`config.mk`:
```
export PLATFORM = sky130hd
export DESIGN_NAME = alu_cmp_stage
export DESIGN_NICKNAME = d
export VERILOG_FILES = /design/src/rtl/alu_cmp_stage.sv
export SDC_FILE = /design/constraint.sdc
export NUM_CORES = 1
export LEC_CHECK = 0
export BUFFER_PORTS_ARGS = -buffer_cell sky130_fd_sc_hd__buf_2
export CAP_MARGIN = 40
export CORE_MARGIN = 2
export CORE_UTILIZATION = 40
export CTS_BUF_LIST = sky130_fd_sc_hd__clkbuf_2 sky130_fd_sc_hd__clkbuf_4 sky130_fd_sc_hd__clkbuf_8
export CTS_CLUSTER_SIZE = 14
export DETAILED_ROUTE_END_ITERATION = 8
export MAX_ROUTING_LAYER = met4
export PLACE_DENSITY = 0.63
export SKIP_CTS_REPAIR_TIMING = 1
export SYNTH_ARGS = -nofsm -noshare
export SYNTH_HDL_FRONTEND = slang
export SYNTH_SLANG_ARGS = --single-unit
```
`constraint.sdc`:
```
create_clock -name clk -period 1.8 [get_ports clk]
set_clock_uncertainty 0.05 [all_clocks]
set_input_delay 0.36 -clock clk [delete_from_list [all_inputs] [get_ports clk]]
set_output_delay 0.36 -clock clk [all_outputs]
set_load 0.01 [all_outputs]
```
`src/rtl/alu_cmp_stage.sv`:
```
// alu_cmp_stage: registered compare/pass stage downstream of adder32.
// Evaluates PASS/CMPEQ/CMPLT/CMPLE from the adder sum and Z/V/N flags and
// buffers results behind a valid/ready handshake with a main + skid register.
// Keeps a saturating count of accepted beats that carried signed overflow.
//
// Ports:
//   clk, rst_n            clock, asynchronous active-low reset
//   in_valid/in_ready     upstream handshake (in_ready decoded from state only)
//   sum_in, z_in, v_in,   adder32 sum and flags
//   n_in, op              op: 00 PASS, 01 CMPEQ, 10 CMPLT, 11 CMPLE
//   out_valid/out_ready   downstream handshake
//   out_data, out_flags   result and {Z,V,N} captured with the beat
//   ovf_clr, ovf_count    synchronous clear / saturating overflow count
module alu_cmp_stage #(
  parameter int unsigned WIDTH = 32,
  parameter int unsigned CNT_W = 8
) (
  input  logic             clk,
  input  logic             rst_n,
  input  logic             in_valid,
  output logic             in_ready,
  input  logic [WIDTH-1:0] sum_in,
  input  logic             z_in,
  input  logic             v_in,
  input  logic             n_in,
  input  logic [1:0]       op,
  output logic             out_valid,
  input  logic             out_ready,
  output logic [WIDTH-1:0] out_data,
  output logic [2:0]       out_flags,
  input  logic             ovf_clr,
  output logic [CNT_W-1:0] ovf_count
);

  typedef enum logic [1:0] {StEmpty, StFull, StSkid} state_e;

  localparam logic [CNT_W-1:0] CntMax = '1;

  state_e           state_q, state_d;
  logic [WIDTH-1:0] main_data_q, main_data_d;
  logic [2:0]       main_flags_q, main_flags_d;
  logic [WIDTH-1:0] skid_data_q, skid_data_d;
  logic [2:0]       skid_flags_q, skid_flags_d;
  logic [CNT_W-1:0] ovf_count_q, ovf_count_d;

  logic [WIDTH-1:0] result;
  logic [2:0]       flags_in;
  logic             accept;

  assign flags_in = {z_in, v_in, n_in};

  // Compare results are a single bit, zero-extended to the data width.
  always_comb begin
    result = '0;
    case (op)
      2'b00:   result    = sum_in;
      2'b01:   result[0] = z_in;
      2'b10:   result[0] = n_in ^ v_in;
      default: result[0] = z_in | (n_in ^ v_in);
    endcase
  end

  // Handshake outputs depend on state only, so out_ready never reaches in_ready.
  assign in_ready  = (state_q != StSkid);
  assign out_valid = (state_q != StEmpty);
  assign accept    = in_valid & in_ready;

  always_comb begin
    state_d      = state_q;
    main_data_d  = main_data_q;
    main_flags_d = main_flags_q;
    skid_data_d  = skid_data_q;
    skid_flags_d = skid_flags_q;
    case (state_q)
      StEmpty: begin
        if (accept) begin
          state_d      = StFull;
          main_data_d  = result;
          main_flags_d = flags_in;
        end
      end
      StFull: begin
        if (accept && out_ready) begin
          // Emit and accept in the same cycle: main refills without a bubble.
          main_data_d  = result;
          main_flags_d = flags_in;
        end else if (accept) begin
          state_d      = StSkid;
          skid_data_d  = result;
          skid_flags_d = flags_in;
        end else if (out_ready) begin
          state_d = StEmpty;
        end
      end
      StSkid: begin
        if (out_ready) begin
          state_d      = StFull;
          main_data_d  = skid_data_q;
          main_flags_d = skid_flags_q;
        end
      end
      default: state_d = StEmpty;
    endcase
  end

  // Clear takes priority over a same-cycle increment; the count never wraps.
  always_comb begin
    ovf_count_d = ovf_count_q;
    if (ovf_clr) begin
      ovf_count_d = '0;
    end else if (accept && v_in && (ovf_count_q != CntMax)) begin
      ovf_count_d = ovf_count_q + 1'b1;
    end
  end

  always_ff @(posedge clk or negedge rst_n) begin
    if (!rst_n) begin
      state_q      <= StEmpty;
      main_data_q  <= '0;
      main_flags_q <= '0;
      skid_data_q  <= '0;
      skid_flags_q <= '0;
      ovf_count_q  <= '0;
    end else begin
      state_q      <= state_d;
      main_data_q  <= main_data_d;
      main_flags_q <= main_flags_d;
      skid_data_q  <= skid_data_d;
      skid_flags_q <= skid_flags_d;
      ovf_count_q  <= ovf_count_d;
    end
  end

  assign out_data  = main_data_q;
  assign out_flags = main_flags_q;
  assign ovf_count = ovf_count_q;

endmodule

```
==> results.cfg, run 1 <==
[hold_path]
hold_path_class = input pin to flop

[sta]
finalCriticalPeriod_ps = 1730
holdWs_ps = 164
maxSlewViolCount = 0
hold_violations = 0
rsz0062_at_grt = no
setup_viol = 0
tightest_slew_ps = 464
slew_headroom_pct = 69.1
fin_crit_sh_pct = 96.0
max_freq_mhz = 579

[die]
start_util_pct = 41.0
die-area_um2 = 9680
io_pins = 87
core_um2 = 8680
rows = 34
die_x_um = 98.4
chipHeight_um = 98.4

[critical_path]
required_ps = 1390
crit_end = in_ready
worstReg2RegEnd = ovf_count[7]
worstSetupPathType = flop to output port
start_kind = flop
crit_fanout = 9
rrSetupSlack_ps = 80
worst_path_max_delay_cell = dfrtp_2
crit_chain = nor2b_4 -> inv_4 -> buf_12 -> buf_6
cp-startpoint = state_q[0]
end_kind = output port
arrival_ps = 1320
timing.rr.start = ovf_count[0]
max_stage_delay_ps = 450
r2r_cells = 6

[grt]
grt_max_degree = 45
grt_antenna_before_repair = 0
grt_pass1_vias = 2945
grt.total_usage_pct = 18.2
gr-total-overflow = 0
grt_first_pass_wirelength_um = 13800

[yosys]
syn-cell-area_um2 = 3560
ys_ff_latch = 80
yosys.area.top_type = dfrtp_1
syn_nets = 446
netlist_instances = 403
yosysWarnings = 0
yosysUniqueCellTypes = 35
synth.top_cells.by_count = nand2_1, dfrtp_1, nor2_1
synth_edf_count = 0
ys.flop_type = dfrtp_1
yosysTopAreaCellShare_pct = 56.2
yosysSeqAreaShare_pct = 56.2
synth_area_leaders = dfrtp_1, nand2_1, a31oi_1
syn_avg_cell_area_um2 = 8.84
synth.most_common_cell = nand2_1
async_flop_share_pct = 100

[layout]
area_growth_pct = 25.9
num_antenna_cells = 0
fin_nets = 535
drive_gt1_share_pct = 27.6
n_fill_cell = 857

[routing]
drc = 0
drt-pass1-iter-count = 4
drtIter0Drc = 123
routed_wl_um = 8210
detail-route-antenna-nets = 0
avgRoutedWirePerCell_um = 13.6
via_count = 3054
routed_via_density = 5.06

[cts]
cts_sinks = 80
cts_made_buffers = 9
cts_tree = yes
htreeDepth = 3
clk_pin_slew_ps = 80
root_buffer = clkbuf_8
clockBufferDepth = 2
clk_latency_ps = 350

[pwr]
power_density_nw_per_um2 = 1130
leakagePower_nw = 2.01
ir_worst_vdd_mv = 0.491
finalPower_mw = 5.07

[place]
dp_hpwl_um = 5480
port_buffers = 86
gp_congestion = 0.826

[run]
cap_violations = 0

[run_status]
status = completed
## layout by cell type (no fill, tap or decap), drive strengths merged
cell	n
and2	1
clkinv	2
clkbuf	10
a21oi	10
ha	1
mux2	4
nor3	1
nor2	38
or2	1
nand3	35
nor2b	4
nand3b	1
nand4	1
or3b	1
xor2	1
bufinv	2
a211oi	1
nand2	105
nor4	1
or2b	1
o21ai	36
o31ai	4
dlygate4sd3	1
clkinvlp	2
mux2i	1
or4	3
buf	106
inv	2
or3	4
a31oi	34
a221oi	1
o22ai	1
dfrtp	80
## cell type report
type                            count  area [um2]  area share (%)
Multi-Input combinational cell    291        1450            32.4
Clock inverter                      6        85.1            1.90
Tap cell                          108         135            3.01
Timing Repair Buffer              108         674            15.0
Inverter                            2        10.0           0.223
Sequential cell                    80        2000            44.7
Clock buffer                        9         124            2.76
## report_power, final
| group | switching [mW] | internal, mW | leakage (nW) |
|---|---|---|---|
| sequential | 0.215 | 2.21 | 1.02 |
| clock | 0.652 | 0.768 | 0.101 |
| combinational | 0.691 | 0.541 | 0.889 |
| total | 1.56 | 3.52 | 2.01 |
## registers in the layout (all words and copies together), names as in the netlist
name and cells:
out_data 32, out_flags 3, ovf_count 8, skid_data_q 32, skid_flags_q 3, state_q 2
## per-layer routing
| metal | GRT usage (%) | wire (um) | up-vias |
|---|---|---|---|
| li1 | - | - | 1552 |
| met1 | 24.6 | 4080 | 1406 |
| met2 | 26.8 | 3550 | 83 |
| met3 | 3.87 | 413 | 13 |
| met4 | 7.38 | 163 | 0 |
| met5 | - | 0 | - |
## worst min-delay path by stage
| stage | to | startpoint | slack [ps] | cells past startpoint |
|---|---|---|---|---|
| after floorplan | out_data[0] | rst_n | 10 | 0 |
| after global placement | out_data[2] | rst_n | 300 | 1 |
| after detailed placement | out_data[2] | rst_n | 300 | 1 |
| after CTS | out_data[2] | rst_n | -100 | 1 |
| after global routing | state_q[1] | out_ready | 170 | 2 |
| final | state_q[1] | out_ready | 160 | 2 |
## critical path, delay by kind of cell (launching register included)
kind	cells	cell delay, ps
buffers and inverters	3	330
AND/OR/NAND/NOR	1	180
flip-flops	1	450
## logic make-up after synthesis
family / after synthesis / synth area share, %
AO/OA/AOI/OAI: 87 / 13.9
XOR/XNOR: 1 / 0.246
adder cells (fa/ha/maj): 1 / 0.351
buffers and inverters: 32 / 3.72
flip-flops: 80 / 56.2
multiplexers: 5 / 1.55
AND/OR/NAND/NOR: 197 / 24.0
## through the flow
step	cells	worst slack (ps)	setup TNS, ps	utilization, %	cell area [um2]
6_report	604	72.0	0	51.7	4480
2_1_floorplan	403	129	0	-	3560
3_5_place_dp	583	41.1	0	48.2	4180
4_1_cts	598	-196	-196	50.6	4390
5_1_grt	604	7.60	0	51.7	4480
3_3_place_gp	583	92.3	0	48.2	4180
Note: power is estimated with default switching activity, not from simulation.
==> run 2, diff against run 1 <==
CORE_ASPECT_RATIO = 0.75   (was unset)
==> results.cfg, run 2 (same netlist as run 1, synthesis figures left out) <==
[pwr]
ir_worst_vdd_mv = 0.422
leakagePower_nw = 2.00
power_density_nw_per_um2 = 1180
finalPower_mw = 5.29

[routing]
drtIter0Drc = 159
drt-pass1-iter-count = 6
via_count = 3134
drc = 6
routed_wl_um = 8440
avgRoutedWirePerCell_um = 14.0
detail-route-antenna-nets = 0
routed_via_density = 5.20

[hold_path]
whs_endpoint = state_q[1]
hold_depth = 2
min_from = out_ready
hold_path_class = input pin to flop

[run_status]
violations = design-rule violations
status = complete, but fails checks

[layout]
final_cell_mix = nand2_1, buf_2, dfrtp_1
area_growth_pct = 25.7
final_common_cell = nand2_1
drive_gt1_share_pct = 27.9
fin_util_pct = 52.3
n_fill_cell = 810
num_antenna_cells = 0
fin_nets = 533

[sta]
setup_viol = 0
rsz0062_at_grt = no
fin_tns_setup_ps = 0
hold_violations = 0
tightest_slew_ps = 343
finalCriticalPeriod_ps = 1740
max_freq_mhz = 574
maxSlewViolCount = 0
slew_headroom_pct = 76.9
fin_crit_sh_pct = 96.8

[cts]
htreeDepth = 3
cts_sinks = 80
cts_made_buffers = 9
clk_pin_slew_ps = 80
clockBufferDepth = 2
root_buffer = clkbuf_8
clk_latency_ps = 350
cts_tree = yes

[place]
dp_hpwl_um = 5720
gp_congestion = 0.817
port_buffers = 86

[grt]
grt_first_pass_wirelength_um = 14200
grt_max_degree = 63
grt.total_usage_pct = 18.9
grt_pass1_vias = 2967
grt_antenna_before_repair = 0
gr-total-overflow = 0

[critical_path]
worst_path_max_delay_cell = dfrtp_2
crit_fanout = 4
start_kind = flop
crit_buf_inv = 2
worstSetupPathType = flop to output port
rrSetupSlack_ps = 110
cpLargestDelayFamily = flip-flops
worstReg2RegEnd = ovf_count[4]
timing.rr.start = ovf_count[0]
required_ps = 1390
crit_chain = buf_4 -> or2_2 -> buf_2
r2r_cells = 6
end_kind = output port
arrival_ps = 1330
max_stage_delay_ps = 430

[die]
die_x_um = 113
start_util_pct = 41.6
chipHeight_um = 85.7
io_pins = 87
rows = 29
die-area_um2 = 9680
core_um2 = 8560

[run]
cap_violations = 0
-- run 2: final cells by class --
cell class | instances | area, um2 | area share (%)
clock buffer | 10 | 131 | 2.93
inverter | 2 | 7.51 | 0.168
multi-input combinational | 291 | 1460 | 32.6
sequential | 80 | 2000 | 44.7
tap | 108 | 135 | 3.02
timing repair buffer | 106 | 627 | 14.0
clock inverter | 6 | 115 | 2.57
-- run 2: worst reg2reg max path, cell delays in order, from the launching register on --
cell and delay [ps]:
dfrtp_1 420, ha_2 210, nand2_1 100, nor3_2 70, buf_4 150, or4_1 460, a21oi_1 160
-- run 2: report_power, final --
group          total, mW  leakage (nW)  switching (mW)  internal [mW]
Sequential          2.43          1.02           0.228           2.21
Clock               1.63         0.121           0.684          0.947
Combinational       1.22         0.861           0.695          0.527
-- run 2: metrics by stage --
step	hold WS (ps)	std cells	worst slack, ps	instance area [um2]
2_1_floorplan	14.4	403	129	3560
3_3_place_gp	247	583	86.8	4180
3_5_place_dp	248	583	34.2	4180
4_1_cts	-149	599	-57.3	4430
5_1_grt	181	603	8.64	4480
6_report	184	603	58.3	4480
-- run 2: per-layer routing --
layer | global-route usage [%] | up-vias | part of all wire [%]
li1 | - | 1554 | -
met1 | 26.0 | 1490 | 48
met2 | 28.0 | 80 | 44
met3 | 5.16 | 10 | 6.2
met4 | 5.10 | 0 | 0.96
met5 | - | - | 0
-- run 2: worst max path at each step --
stage / slack, ps / cells past startpoint / to / from
after detailed placement: 30 / 5 / skid_data_q[13] / state_q[0]
after global placement: 90 / 6 / out_data[0] / v_in
final: 60 / 3 / out_valid / state_q[0]
after global routing: 9 / 6 / ovf_count[4] / ovf_count[0]
after CTS: -60 / 4 / in_ready / state_q[0]
after floorplan: 130 / 6 / ovf_count[1] / ovf_count[0]
